<file path="src/rtl/wash_seq_pkg.sv">
// Shared definitions for the wash-stage sequencer: mode/phase encodings,
// per-mode phase durations, program totals and status-light bit positions.
package wash_seq_pkg;

    typedef enum logic [2:0] {
        MODE_DRY    = 3'd0,
        MODE_SMALL  = 3'd1,
        MODE_MEDIUM = 3'd2,
        MODE_BIG    = 3'd3
    } mode_e;

    typedef enum logic [2:0] {
        ST_IDLE  = 3'd0,
        ST_FILL  = 3'd1,
        ST_WASH  = 3'd2,
        ST_RINSE = 3'd3,
        ST_SPIN  = 3'd4,
        ST_PAUSE = 3'd5,
        ST_DONE  = 3'd6
    } state_e;

    localparam int LT_FILL   = 0;
    localparam int LT_WASH   = 1;
    localparam int LT_RINSE  = 2;
    localparam int LT_SPIN   = 3;
    localparam int LT_PAUSED = 4;
    localparam int LT_DONE   = 5;

    localparam logic [5:0] DUR_FILL         = 6'd3;
    localparam logic [5:0] DUR_WASH_SMALL   = 6'd10;
    localparam logic [5:0] DUR_WASH_MEDIUM  = 6'd20;
    localparam logic [5:0] DUR_WASH_BIG     = 6'd30;
    localparam logic [5:0] DUR_RINSE_SMALL  = 6'd5;
    localparam logic [5:0] DUR_RINSE_MEDIUM = 6'd10;
    localparam logic [5:0] DUR_RINSE_BIG    = 6'd15;
    localparam logic [5:0] DUR_SPIN_DRY     = 6'd10;
    localparam logic [5:0] DUR_SPIN_SMALL   = 6'd5;
    localparam logic [5:0] DUR_SPIN_MEDIUM  = 6'd5;
    localparam logic [5:0] DUR_SPIN_BIG     = 6'd10;

    // Program totals in BCD, ready to load into the display counter
    localparam logic [15:0] TOTAL_DRY    = 16'h0010;
    localparam logic [15:0] TOTAL_SMALL  = 16'h0023;
    localparam logic [15:0] TOTAL_MEDIUM = 16'h0038;
    localparam logic [15:0] TOTAL_BIG    = 16'h0058;

    function automatic logic mode_valid(input logic [2:0] m);
        return m <= 3'd3;
    endfunction

    function automatic state_e first_phase(input logic [2:0] m);
        return (m == MODE_DRY) ? ST_SPIN : ST_FILL;
    endfunction

    function automatic state_e next_phase(input state_e ph);
        case (ph)
            ST_FILL:  return ST_WASH;
            ST_WASH:  return ST_RINSE;
            ST_RINSE: return ST_SPIN;
            default:  return ST_DONE;
        endcase
    endfunction

    function automatic logic [15:0] prog_total(input logic [2:0] m);
        case (m)
            MODE_DRY:    return TOTAL_DRY;
            MODE_SMALL:  return TOTAL_SMALL;
            MODE_MEDIUM: return TOTAL_MEDIUM;
            MODE_BIG:    return TOTAL_BIG;
            default:     return 16'h0000;
        endcase
    endfunction

    function automatic logic [5:0] phase_dur(input logic [2:0] m, input state_e ph);
        logic [5:0] d;
        d = 6'd0;
        case (ph)
            ST_FILL: d = DUR_FILL;
            ST_WASH: begin
                case (m)
                    MODE_SMALL:  d = DUR_WASH_SMALL;
                    MODE_MEDIUM: d = DUR_WASH_MEDIUM;
                    MODE_BIG:    d = DUR_WASH_BIG;
                    default:     d = 6'd0;
                endcase
            end
            ST_RINSE: begin
                case (m)
                    MODE_SMALL:  d = DUR_RINSE_SMALL;
                    MODE_MEDIUM: d = DUR_RINSE_MEDIUM;
                    MODE_BIG:    d = DUR_RINSE_BIG;
                    default:     d = 6'd0;
                endcase
            end
            ST_SPIN: begin
                case (m)
                    MODE_DRY:    d = DUR_SPIN_DRY;
                    MODE_SMALL:  d = DUR_SPIN_SMALL;
                    MODE_MEDIUM: d = DUR_SPIN_MEDIUM;
                    MODE_BIG:    d = DUR_SPIN_BIG;
                    default:     d = 6'd0;
                endcase
            end
            default: d = 6'd0;
        endcase
        return d;
    endfunction

    function automatic logic [7:0] light_of(input state_e s);
        logic [7:0] l;
        l = 8'h00;
        case (s)
            ST_FILL:  l[LT_FILL]  = 1'b1;
            ST_WASH:  l[LT_WASH]  = 1'b1;
            ST_RINSE: l[LT_RINSE] = 1'b1;
            ST_SPIN:  l[LT_SPIN]  = 1'b1;
            ST_DONE:  l[LT_DONE]  = 1'b1;
            default:  l = 8'h00;
        endcase
        return l;
    endfunction

endpackage

</file>
<file path="src/rtl/wash_seq_if.sv">
// Control/status bundle between the wash sequencer and its neighbours
// (preparation stage, centre button, displays, billing stage).
interface wash_seq_if;
    import wash_seq_pkg::*;

    logic        en;
    logic [2:0]  mode;
    logic        m_pos;
    logic [15:0] remain_bcd;
    logic [7:0]  digit_ena;
    logic [7:0]  st_light;
    logic        busy;
    logic        done;

    modport master (
        output en, mode, m_pos,
        input  remain_bcd, digit_ena, st_light, busy, done
    );

    modport slave (
        input  en, mode, m_pos,
        output remain_bcd, digit_ena, st_light, busy, done
    );

endinterface

</file>
<file path="src/rtl/wash_seq_bcd_down4.sv">
// Four-digit BCD down-counter with synchronous load and decrement enable;
// decrementing at zero holds at zero.
module wash_seq_bcd_down4 (
    input  logic        clk,
    input  logic        rst,
    input  logic        load_i,
    input  logic [15:0] load_val_i,
    input  logic        dec_i,
    output logic [15:0] cnt_o,
    output logic        zero_o
);

    logic [15:0] cnt_q, cnt_d;

    // Borrow ripples up from the units digit; a 0 digit wraps to 9
    function automatic logic [15:0] bcd_dec(input logic [15:0] v);
        logic [15:0] r;
        logic        borrow;
        r      = v;
        borrow = 1'b1;
        for (int i = 0; i < 4; i++) begin
            if (borrow) begin
                if (v[i*4 +: 4] == 4'd0) begin
                    r[i*4 +: 4] = 4'd9;
                end else begin
                    r[i*4 +: 4] = v[i*4 +: 4] - 4'd1;
                    borrow      = 1'b0;
                end
            end
        end
        return r;
    endfunction

    assign zero_o = (cnt_q == 16'h0000);
    assign cnt_o  = cnt_q;

    always_comb begin
        cnt_d = cnt_q;
        if (load_i) begin
            cnt_d = load_val_i;
        end else if (dec_i && !zero_o) begin
            cnt_d = bcd_dec(cnt_q);
        end
    end

    always_ff @(posedge clk or negedge rst) begin
        if (!rst) begin
            cnt_q <= 16'h0000;
        end else begin
            cnt_q <= cnt_d;
        end
    end

endmodule

</file>
<file path="src/rtl/wash_seq.sv">
// Wash-stage sequencer: runs FILL/WASH/RINSE/SPIN on a one-second tick,
// counts total remaining time in BCD, handles pause/resume and abort.
module wash_seq
    import wash_seq_pkg::*;
#(
    parameter int TICK_DIV = 100_000_000
) (
    input  logic      clk,
    input  logic      rst,
    wash_seq_if.slave bus
);

    localparam int             PW        = $clog2(TICK_DIV);
    localparam logic [PW-1:0]  PRESC_MAX = PW'(TICK_DIV - 1);

    state_e        state_q, state_d;
    state_e        saved_q, saved_d;
    state_e        phase_nxt;
    logic [2:0]    mode_q, mode_d;
    logic [PW-1:0] presc_q, presc_d;
    logic [5:0]    cnt_q, cnt_d;
    logic          en_prev_q;

    logic [7:0]    st_light_q, st_light_d;
    logic          busy_q, busy_d;
    logic          lit_q, lit_d;
    logic          done_q, done_d;

    logic          bcd_load, bcd_dec, bcd_zero;
    logic [15:0]   bcd_val, bcd_cnt;

    logic          start, timed, tick;

    assign timed = state_q inside {ST_FILL, ST_WASH, ST_RINSE, ST_SPIN};
    assign tick  = timed && (presc_q == PRESC_MAX);
    assign start = bus.en && !en_prev_q && (state_q == ST_IDLE);

    wash_seq_bcd_down4 u_remain (
        .clk        (clk),
        .rst        (rst),
        .load_i     (bcd_load),
        .load_val_i (bcd_val),
        .dec_i      (bcd_dec),
        .cnt_o      (bcd_cnt),
        .zero_o     (bcd_zero)
    );

    always_comb begin
        state_d   = state_q;
        saved_d   = saved_q;
        mode_d    = mode_q;
        presc_d   = presc_q;
        cnt_d     = cnt_q;
        phase_nxt = state_q;
        bcd_load  = 1'b0;
        bcd_val   = 16'h0000;
        bcd_dec   = 1'b0;

        if (!bus.en) begin
            // Abort outranks every other event, including a coincident tick
            state_d  = ST_IDLE;
            saved_d  = ST_IDLE;
            presc_d  = '0;
            cnt_d    = 6'd0;
            bcd_load = 1'b1;
        end else begin
            unique case (state_q)
                ST_IDLE: begin
                    if (start) begin
                        mode_d   = bus.mode;
                        presc_d  = '0;
                        bcd_load = 1'b1;
                        if (mode_valid(bus.mode)) begin
                            state_d = first_phase(bus.mode);
                            cnt_d   = phase_dur(bus.mode, first_phase(bus.mode));
                            bcd_val = prog_total(bus.mode);
                        end else begin
                            state_d = ST_DONE;
                            cnt_d   = 6'd0;
                        end
                    end
                end
                ST_FILL, ST_WASH, ST_RINSE, ST_SPIN: begin
                    presc_d = tick ? '0 : presc_q + 1'b1;
                    if (tick) begin
                        bcd_dec = 1'b1;
                        if (cnt_q == 6'd1) begin
                            phase_nxt = next_phase(state_q);
                            cnt_d     = phase_dur(mode_q, phase_nxt);
                        end else begin
                            cnt_d = cnt_q - 6'd1;
                        end
                    end
                    // An exhausted display counter means the program is over regardless
                    if (bcd_zero) begin
                        phase_nxt = ST_DONE;
                    end
                    if (bus.m_pos && (phase_nxt != ST_DONE)) begin
                        state_d = ST_PAUSE;
                        saved_d = phase_nxt;
                    end else begin
                        state_d = phase_nxt;
                    end
                end
                ST_PAUSE: begin
                    if (bus.m_pos) begin
                        state_d = saved_q;
                    end
                end
                default: begin
                    state_d = state_q;
                end
            endcase
        end
    end

    // Status outputs are computed from the next state so they register together with it
    always_comb begin
        st_light_d = (state_d == ST_PAUSE) ? (light_of(saved_d) | 8'(1 << LT_PAUSED))
                                           : light_of(state_d);
        busy_d = (state_d inside {ST_FILL, ST_WASH, ST_RINSE, ST_SPIN, ST_PAUSE});
        lit_d  = busy_d || (state_d == ST_DONE);
        done_d = (state_d == ST_DONE) && (state_q != ST_DONE);
    end

    always_ff @(posedge clk or negedge rst) begin
        if (!rst) begin
            state_q    <= ST_IDLE;
            saved_q    <= ST_IDLE;
            mode_q     <= 3'd0;
            presc_q    <= '0;
            cnt_q      <= 6'd0;
            // Treat en as already high so a level held through reset never starts a program
            en_prev_q  <= 1'b1;
            st_light_q <= 8'h00;
            busy_q     <= 1'b0;
            lit_q      <= 1'b0;
            done_q     <= 1'b0;
        end else begin
            state_q    <= state_d;
            saved_q    <= saved_d;
            mode_q     <= mode_d;
            presc_q    <= presc_d;
            cnt_q      <= cnt_d;
            en_prev_q  <= bus.en;
            st_light_q <= st_light_d;
            busy_q     <= busy_d;
            lit_q      <= lit_d;
            done_q     <= done_d;
        end
    end

    assign bus.remain_bcd = bcd_cnt;
    assign bus.digit_ena  = {4'b0000, {4{lit_q}}};
    assign bus.st_light   = st_light_q;
    assign bus.busy       = busy_q;
    assign bus.done       = done_q;

endmodule
</file>
<file path="src/flat_wrapper.sv">
// flat-port wrapper written by rule: the top's interface ports become plain ports
module wash_seq_flat import wash_seq_pkg::*;
#(
    parameter int TICK_DIV = 100_000_000
)
  (clk, rst, bus_en, bus_mode, bus_m_pos, bus_remain_bcd, bus_digit_ena, bus_st_light, bus_busy, bus_done);
  wash_seq_if bus_i ();
  input  logic clk;
  input  logic rst;
  input wire logic [$bits(bus_i.en)-1:0] bus_en;
  input wire logic [$bits(bus_i.mode)-1:0] bus_mode;
  input wire logic [$bits(bus_i.m_pos)-1:0] bus_m_pos;
  output wire logic [$bits(bus_i.remain_bcd)-1:0] bus_remain_bcd;
  output wire logic [$bits(bus_i.digit_ena)-1:0] bus_digit_ena;
  output wire logic [$bits(bus_i.st_light)-1:0] bus_st_light;
  output wire logic [$bits(bus_i.busy)-1:0] bus_busy;
  output wire logic [$bits(bus_i.done)-1:0] bus_done;
  assign bus_i.en = bus_en;
  assign bus_i.mode = bus_mode;
  assign bus_i.m_pos = bus_m_pos;
  assign bus_remain_bcd = bus_i.remain_bcd;
  assign bus_digit_ena = bus_i.digit_ena;
  assign bus_st_light = bus_i.st_light;
  assign bus_busy = bus_i.busy;
  assign bus_done = bus_i.done;
  wash_seq #(.TICK_DIV(TICK_DIV)) u_core (.clk(clk), .rst(rst), .bus(bus_i));
endmodule
</file>
<file path="config.mk">
export PLATFORM = sky130hd
export DESIGN_NAME = wash_seq_flat
export DESIGN_NICKNAME = d
export VERILOG_FILES = /design/src/rtl/wash_seq_pkg.sv /design/src/rtl/wash_seq_if.sv /design/src/rtl/wash_seq_bcd_down4.sv /design/src/rtl/wash_seq.sv /design/src/flat_wrapper.sv
export SDC_FILE = /design/constraint.sdc
export NUM_CORES = 1
export LEC_CHECK = 0
export CAP_MARGIN = 20
export CORE_ASPECT_RATIO = 0.7
export CORE_MARGIN = 4
export CORE_UTILIZATION = 54
export CTS_BUF_LIST = sky130_fd_sc_hd__clkbuf_2 sky130_fd_sc_hd__clkbuf_4 sky130_fd_sc_hd__clkbuf_8
export DETAILED_ROUTE_END_ITERATION = 10
export GPL_ROUTABILITY_DRIVEN = 0
export GPL_TIMING_DRIVEN = 0
export MAX_ROUTING_LAYER = met4
export PLACE_DENSITY = 0.79
export SKIP_CTS_REPAIR_TIMING = 1
export SLEW_MARGIN = 10
export SYNTH_ARGS = -nofsm -noshare
export SYNTH_HDL_FRONTEND = slang
export SYNTH_SLANG_ARGS = --single-unit
</file>
<file path="constraint.sdc">
create_clock -name clk -period 2.6 [get_ports clk]
set_input_delay 0.26 -clock clk [delete_from_list [all_inputs] [get_ports clk]]
set_output_delay 0.26 -clock clk [all_outputs]
set_load 0.02 [all_outputs]
</file>
==> summary.txt, run 1 <==
Setup path
  • CP required: 2.87 ns
  • WP data arrival: between 3 and 4 ns
  • Crit start category: flop
  • Maximum fanout along the worst path: 9
  • FF-to-FF setup slack: -0.28 ns
  • Worst setup EP type: flop
  • Reg-to-Reg Start: u_core.state_q[0]
  • CP startpoint: u_core.state_q[0]
  • CP Class: flop to flop

CTS
  • Clock transition at path regs: 0.07 ns
  • CTS Buffer Depth: 2
  • H-tree depth: 3
  • CTS sink cnt: 68
  • Worst skew pair latency: 0.36 ns
  • TritonCTS buffer count: 9
  • CTS tree: built
  • Clock Tree Root: clkbuf_8

Route
  • DRC: 0
  • WL final: 11570 um
  • Iter 0 DRT Violations: 517
  • Vias: 4104
  • Wire length per cell: 17.46 um
  • Routed Antenna Nets: 0
  • 1st-pass router iterations: 5
  • Drt via density: 6.190

Yosys
  • Post-synth EDFFs: 0
  • Synth cell count leaders: dfrtp_1 (67), nor2_1 (52), nand2_1 (45), a21oi_1 (27), o21ai_0 (27)
  • Ys Warns: 0
  • Yosys reg bits: 68
  • Cells after Synth: 474
  • Netlist cell types: 74
  • Most common cell in the netlist: dfrtp_1
  • Post-synth ARST share: 1.000
  • Main synth FF type: dfrtp_1
  • Dominant cells by area after synthesis: dfrtp_1 (40%), nor2_1 (4.7%), nand2_1 (4.0%)
  • Avg Cell Area, Syn: 8.819 um^2
  • Post-synthesis sequential area ratio: 0.4074
  • Fraction of synthesized cell area taken by the top area cell type: 0.4011
  • Cell taking the most area after synthesis: dfrtp_1
  • Synthesized cell area: 0.004180 mm^2

Floorplanning
  • Die area: 0.009236 mm^2
  • Die Wd: 113.2 um
  • Number of I/O pins: 41
  • Core footprint: 0.007417 mm^2
  • Die H: 81.62 um
  • Rows: 26
  • Initial Utilization: 0.5636

Place
  • Placed instance area: approximately 0.0048 mm^2
  • Post-Place Worst Slack: -0.6033 ns
  • Placed insts: between 600 and 700
  • Port Buffer Count: 34
  • Post-DP HPWL: 7827 um

Timing
  • Worst Slack Setup Final: -0.2757 ns
  • Final Hold Viols: 0
  • Crit share post-route: 1.106
  • Final count of negative-setup-slack endpoints: 24
  • Layout Skew: 0.01066 ns
  • Minimum clock period: approximately 2.9 ns
  • Worst slew pin tran: 0.8063 ns
  • Final hold slack: 0.3277 ns
  • Final Slew Violations: 0
  • Fmax: 347.7 MHz
  • Setup TNS: -2.766 ns
  • Rel. slew slack: 0.4575
  • RSZ-0062 raised after global routing: yes

Finish
  • Antenna Cells: 0
  • Fin cells: between 600 and 700
  • Area Growth Syn to Fin: 30.08%
  • Post-Layout Inst Area: 0.005438 mm^2
  • Share of cells above drive strength 1: 0.2602
  • Fillers: 542
  • Nets: 573

Job
  • Max cap viols: 0

Global routing
  • First-pass GRT wire length: 17540 um
  • Number of antenna violations at the first check in global routing: 0
  • GR Util All Layers: 0.2495
  • Total grt overflow: 0
  • Vias in the first global route: 3519
  • Largest net degree at the start of global routing: 48

Hold path
  • Worst min path class: input port to asynchronous set/reset pin

Power
  • P_leak: 2.203 nW
  • Pwr/cell area: 915.9 mW/mm^2
  • VDD IR max: 0.0005615 V

Outcome
  • Failing checks: negative setup slack
  • Status: finished, violations left
## path summary, 6_finish.rpt
| path | end | cells after the start |
|---|---|---|
| max in group asynchronous | u_core.en_prev_q | 3 |
| setup reg to reg | u_core.bus.st_light[5] | 8 |
| setup / recovery | u_core.bus.st_light[5] | 8 |
| hold / removal | u_core.presc_q[23] | 2 |
| hold reg to reg | u_core.presc_q[21] | 1 |
| min in group clk | u_core.en_prev_q | 1 |
## metrics by stage
| stage | util | power, mW |
|---|---|---|
| floorplan | - | 2.974 |
| global placement | 0.6375 | 3.559 |
| detailed placement | 0.6409 | 3.636 |
| CTS | 0.6657 | 4.454 |
| global route | 0.7331 | 5.285 |
| finish | 0.7331 | 4.980 |
## flip-flops by register name, summed over array words and instances, names as in the netlist, 3 cells and up
name and cells:
u_core.state_q 3, u_core.presc_q 27, u_core.u_remain.cnt_o 16, u_core.saved_q 3
u_core.cnt_q 6, u_core.mode_q 3, u_core.bus.st_light 6
## kinds of logic after synthesis
kind of cell    Yosys count  synth area share
simple gates            214            0.2763
compound gates          117            0.1949
flops                    68            0.4074
buf+inv                  43           0.04789
xor+xnor                 20           0.04190
fa+ha+maj                 6           0.01796
mux                       5           0.01287
other cells               1         0.0008971
## report_power, final
part           internal (mW)  switching [mW]
sequential              1.24           0.192
clock                  0.427           0.388
combinational           1.13            1.60
## cell usage in the layout (no fill, tap or decap), types with 4 or more instances in the layout
| cell | n |
|---|---|
| dfrtp_1 | 55 |
| nand2b_1 | 4 |
| nor3b_1 | 4 |
| o211ai_1 | 4 |
| o21ai_0 | 25 |
| a21oi_1 | 26 |
| nor4_1 | 6 |
| clkbuf_8 | 11 |
| nand4_1 | 13 |
| conb_1 | 6 |
| inv_1 | 14 |
| xor2_1 | 13 |
| a31oi_1 | 5 |
| and3_1 | 5 |
| inv_2 | 5 |
| nand2_1 | 44 |
| ha_1 | 5 |
| buf_4 | 44 |
| o21a_1 | 4 |
| o31ai_1 | 8 |
| dfrtp_2 | 12 |
| or3_1 | 5 |
| nor2_1 | 47 |
| nor3_1 | 15 |
| xnor2_1 | 7 |
| clkbuf_2 | 6 |
| clkdlybuf4s50_1 | 33 |
| nand3_1 | 18 |
| clkbuf_1 | 5 |
| or4_4 | 5 |
## layout make-up
cell class / instances / area, um^2 / share of cell area
inverters: 19 / 71.32 / 0.01312
clock inverters: 2 / 10.01 / 0.001841
flip-flops and latches: 68 / 1718 / 0.3159
repair buffers: 70 / 638.1 / 0.1173
plain buffers: 24 / 146.4 / 0.02692
multi-input cells: 368 / 2557 / 0.4703
well taps: 98 / 122.6 / 0.02255
clock buffers: 14 / 173.9 / 0.03198
## critical path, cell delays in order, from the launching register on
cell and delay [ns]:
dfrtp_2 0.46, o21a_1 0.23, or4_1 0.44, buf_6 0.17, or4_4 0.54, a31oi_4 0.28, o21ai_4 0.11, a211o_1 0.26
o32ai_2 0.28
## per-layer routing
metal  global-route usage  part of all wire  wire length, um  vias up
met5                    -                 0                0        -
met3              0.08763             0.098             1133       21
met4              0.06483             0.015              169        0
met2               0.3434              0.43             5019      191
li1                     -                 -                -     1910
met1               0.3504              0.45             5251     1982
Power figures use the tool's default switching activity.
==> run 2: changes to the inputs <==
Settings changed: CORE_MARGIN 4 to 1.
==> summary.txt, run 2 (synthesis gave the netlist of run 1 again) <==
Outcome
  • Status: finished, violations left
  • Failing checks: negative setup slack

Floorplanning
  • Number of I/O pins: 41
  • Core footprint: between 0.007 and 0.008 mm^2
  • Die Wd: around 110 um
  • Initial Utilization: 0.5661
  • Rows: 26
  • Die H: around 76 um
  • Die area: 0.008103 mm^2

Route
  • Met3 Wirelength: 1044 um
  • Wire length per cell: 17.90 um
  • Vias: 4202
  • Iter 0 DRT Violations: 567
  • DRC: 0
  • Drt via density: 6.309
  • 1st-pass router iterations: 8
  • Routed Antenna Nets: 0
  • WL final: 11920 um
  • Met2 WL: 5263 um
  • Wl on met1: about 5400 um
  • Top routing layer used: met4

Job
  • Max cap viols: 0

Timing
  • Final Slew Violations: 0
  • Final hold slack: 0.3760 ns
  • Worst slew pin tran: 0.7826 ns
  • Setup TNS: -1.595 ns
  • Final count of negative-setup-slack endpoints: 13
  • RSZ-0062 raised after global routing: yes
  • Worst Slack Setup Final: -0.2346 ns
  • Rel. slew slack: 0.4735
  • Minimum clock period: 2.835 ns
  • Layout Skew: 0.005293 ns
  • Crit share post-route: 1.090
  • Final Hold Viols: 0
  • Fmax: 352.8 MHz

Finish
  • Area Growth Syn to Fin: 32.21%
  • Final Core Density: 0.7484
  • Largest Register: u_core.presc_q
  • Fillers: 496
  • Post-Layout Inst Area: around 0.0055 mm^2
  • Share of cells above drive strength 1: 0.2817
  • Fin cells: 666
  • Max reg flops: 27
  • Commonest non-fill, non-tap cell in the layout: dfrtp_1
  • Commonest cells after routing, fill and taps aside: dfrtp_1 (54), buf_4 (48), nor2_1 (47)
  • Nets: 576
  • Antenna Cells: 0

CTS
  • CTS tree: built
  • Clock transition at path regs: 0.08 ns
  • CTS sink cnt: 68
  • Clock Tree Root: clkbuf_8
  • Worst skew pair latency: 0.36 ns
  • TritonCTS buffer count: 9
  • CTS Buffer Depth: 2
  • H-tree depth: 3

Setup path
  • Worst reg2reg path depth: 9
  • CP Class: flop to flop
  • WP data arrival: 3.10 ns
  • FF-to-FF setup slack: -0.23 ns
  • Crit start category: flop
  • CP bufs+invs: 1
  • Delay-heaviest family, CP: compound AO/OA/AOI/OAI gates
  • CP startpoint: u_core.u_remain.cnt_o[12]
  • WP depth: 9
  • Crit-path cells: inv_2, ha_4, or3b_4, nor4_4, a311oi_2, a31oi_4, o21ai_4, a211o_1, o32ai_2
  • CP required: ~2.9 ns
  • Critical-path top delay cell: nor4_4
  • Worst setup EP type: flop
  • Setup crit end: u_core.bus.st_light[5]
  • Maximum fanout along the worst path: 6
  • Reg-to-Reg Start: u_core.u_remain.cnt_o[12]
  • Max incr delay on CP: 0.48 ns
  • R2R Path End: u_core.bus.st_light[5]

Global routing
  • Largest net degree at the start of global routing: 41
  • First-pass GRT wire length: 16860 um
  • Vias in the first global route: 3281
  • Number of antenna violations at the first check in global routing: 0
  • GR Util All Layers: 0.2829
  • Total grt overflow: 0

Place
  • Post-Place Worst Slack: -0.5036 ns
  • Post-DP HPWL: 7677 um
  • Port Buffer Count: 34
  • Placed instance area: 0.004746 mm^2
  • Placed insts: 612

Power
  • Pwr/cell area: 912.7 mW/mm^2
  • VDD IR max: 0.0005618 V
  • Power, Total: 5.044 mW
  • P_leak: 2.221 nW

Hold path
  • Worst min path class: input port to asynchronous set/reset pin
## run 2: changes by cell type in the layout (fill, tap and decap cells not counted), moves of 3 or more
cell | previous run | this run
nor3_1 | 15 | 12
nor3_2 | 2 | 5
clkbuf_2 | 6 | 3
or4_1 | 3 | 0
buf_4 | 44 | 48
or4_4 | 5 | 8
## run 2: final cells by class
type                            count  area (um^2)  area share
Clock buffer                       10        131.4     0.02377
Clock inverter                      6        65.06     0.01177
Buffer                             24        147.6     0.02672
Sequential cell                    68         1719      0.3111
Multi-Input combinational cell    368         2624      0.4748
Timing Repair Buffer               73        645.6      0.1168
Inverter                           19        71.32     0.01290
Tap cell                           98        122.6     0.02219
## run 2: how the worst min path moves through the flow
stage	end	slack, ns	cells past startpoint
floorplan	u_core.bus.busy	-0.04	0
global placement	u_core.presc_q[21]	0.47	1
detailed placement	u_core.presc_q[0]	0.22	1
CTS	u_core.presc_q[0]	-0.17	1
global route	u_core.en_prev_q	0.40	1
finish	u_core.presc_q[0]	0.38	2
## run 2: routing by layer
metal / vias up / track usage
li1: 1920 / -
met1: 1998 / 0.4240
met2: 237 / 0.3785
met3: 47 / 0.07015
met4: 0 / 0.06697
met5: - / -
## run 2: worst reg2reg max path: cells and delay by family (launching register included)
| family | cells | cell delay [ns] |
|---|---|---|
| simple gates | 2 | 0.89 |
| fa+ha+maj | 1 | 0.12 |
| buf+inv | 1 | 0.09 |
| flops | 1 | 0.44 |
| compound gates | 5 | 1.20 |
## run 2: power by group
part | switching (mW) | internal [mW]
clock network | 0.422 | 0.453
logic | 1.66 | 1.08
registers | 0.181 | 1.24
total | 2.27 | 2.78
==> run 3: changes to the inputs <==
Settings changed: PLACE_DENSITY 0.79 to 0.76.
Clock period 2.6 ns to 2.95 ns, I/O delays scaled along.
==> summary.txt, run 3 (synthesis gave the netlist of run 1 again) <==
Global routing
  • GR Util All Layers: 0.2935
  • Total grt overflow: 0
  • Largest net degree at the start of global routing: 36
  • Number of antenna violations at the first check in global routing: 0
  • Vias in the first global route: 3462
  • First-pass GRT wire length: 17450 um

Setup path
  • CP required: about 3.2 ns
  • Critical-path top delay cell: o41a_1
  • Maximum fanout along the worst path: 5
  • Delay-heaviest family, CP: compound AO/OA/AOI/OAI gates
  • WP data arrival: 3.11 ns
  • Crit start category: flop
  • Crit-path cells: inv_2, ha_4, or3b_4, o41a_1, a2bb2oi_1, o211ai_1, buf_4, o41ai_2, a31oi_1
  • CP Class: flop to flop
  • CP startpoint: u_core.u_remain.cnt_o[8]
  • Max incr delay on CP: 0.54 ns
  • CP bufs+invs: 2
  • Worst setup EP type: flop
  • Reg-to-Reg Start: u_core.u_remain.cnt_o[8]

CTS
  • CTS sink cnt: between 60 and 70
  • Clock transition at path regs: 0.07 ns
  • CTS Buffer Depth: 2
  • CTS tree: built
  • H-tree depth: 3
  • Clock Tree Root: clkbuf_8
  • TritonCTS buffer count: 9
  • Worst skew pair latency: 0.36 ns

Finish
  • Fillers: 605
  • Commonest cells after routing, fill and taps aside: dfrtp_1 (66), nor2_1 (52), nand2_1 (44)
  • Antenna Cells: 0
  • Largest Register: u_core.presc_q
  • Nets: around 550
  • Fin cells: 636
  • Post-Layout Inst Area: 0.005052 mm^2
  • Share of cells above drive strength 1: 0.1506
  • Area Growth Syn to Fin: 20.86%
  • Commonest non-fill, non-tap cell in the layout: dfrtp_1
  • Max reg flops: 27

Timing
  • Fmax: 344.5 MHz
  • Worst slew pin tran: 0.8771 ns
  • Layout Skew: 0.01156 ns
  • Final Hold Viols: 0
  • Rel. slew slack: 0.4099
  • Worst Slack Setup Final: 0.04701 ns
  • Final Slew Violations: 0
  • Minimum clock period: 2.903 ns
  • Crit share post-route: 0.9841
  • Final count of negative-setup-slack endpoints: 0

Place
  • Port Buffer Count: 34
  • Post-DP HPWL: 7936 um
  • Post-Place Worst Slack: -0.2332 ns
  • Placed instance area: 0.004679 mm^2
  • Placed insts: 612

Route
  • Drt via density: about 6.3
  • Vias: 4011
  • Wire length per cell: between 15 and 20 um
  • Iter 0 DRT Violations: between 300 and 400
  • WL final: 11270 um
  • DRC: 0
  • Routed Antenna Nets: 0
  • 1st-pass router iterations: 6

Power
  • P_leak: slightly above 2 nW
  • Internal power: ~2.3 mW
  • VDD IR max: 0.0004721 V
  • Combinational Power Share: 0.527
  • Power share of the sequential group: 0.307
  • Power, Total: 4.091 mW
  • Clock network power share: 0.166
  • Switching power: 1.832 mW
  • Pwr/cell area: 809.7 mW/mm^2
  • Sw Share: 0.4479

Floorplanning
  • Initial Utilization: 0.5661
  • Core footprint: 0.007385 mm^2
  • Die area: 0.008103 mm^2
  • Rows: 26
  • Die H: around 76 um
  • Number of I/O pins: 41
  • Die Wd: 107.2 um

Hold path
  • Worst min path class: input port to asynchronous set/reset pin

Outcome
  • Status: finished, final reports clean

Job
  • Max cap viols: 0
==> run 3: changes by cell type in the layout (fill, tap and decap cells not counted), sizes merged <==
cell    before  now
clkinv       4    1
bufinv       1    0
clkbuf      22   24
buf         51   23
==> run 3: final timing paths <==
kind / to / slack [ns] / cells after the start
setup reg to reg: u_core.lit_q / 0.05 / 9
min in group clk: u_core.en_prev_q / 0.43 / 1
setup / recovery: u_core.lit_q / 0.05 / 9
hold reg to reg: u_core.presc_q[26] / 0.52 / 1
max in group asynchronous: u_core.en_prev_q / 1.91 / 3
hold / removal: u_core.presc_q[19] / 0.42 / 2
==> run 3: final cells by class <==
cell class,instances,area (um^2),area share
clock inverter,2,12.51,0.002476
multi-input combinational,368,2412,0.4775
inverter,19,71.32,0.01412
clock buffer,12,152.6,0.03021
buffer,24,141.4,0.02798
tap,98,122.6,0.02427
timing repair buffer,45,435.4,0.08618
sequential,68,1704,0.3373
==> run 3: per-stage QoR <==
stage | utilization | hold slack (ns) | TNS, ns
final | 0.6842 | 0.4245 | 0
after global placement | 0.6313 | 0.4720 | -44.10
after detailed placement | 0.6337 | 0.2749 | -2.012
after floorplan | - | -0.0005911 | 0
after CTS | 0.6560 | -0.1021 | -2.285
after global routing | 0.6842 | 0.4406 | -0.1401
==> run 3: power by group through the flow <==
stage,logic (mW),clock network (mW),registers (mW)
detailed placement,1.90,0,1.26
finish,2.15,0.680,1.26
floorplan,1.28,0,1.29
global route,2.31,0.729,1.28
CTS,1.90,0.687,1.25
global placement,1.84,0,1.25
==> run 3: metal layers <==
layer / global-route usage / share of wire / vias up
met2: 0.4050 / 0.42 / 216
met4: 0.09589 / 0.018 / 0
met3: 0.05988 / 0.096 / 28
li1: - / - / 1857
met5: - / 0 / -
met1: 0.4298 / 0.47 / 1910
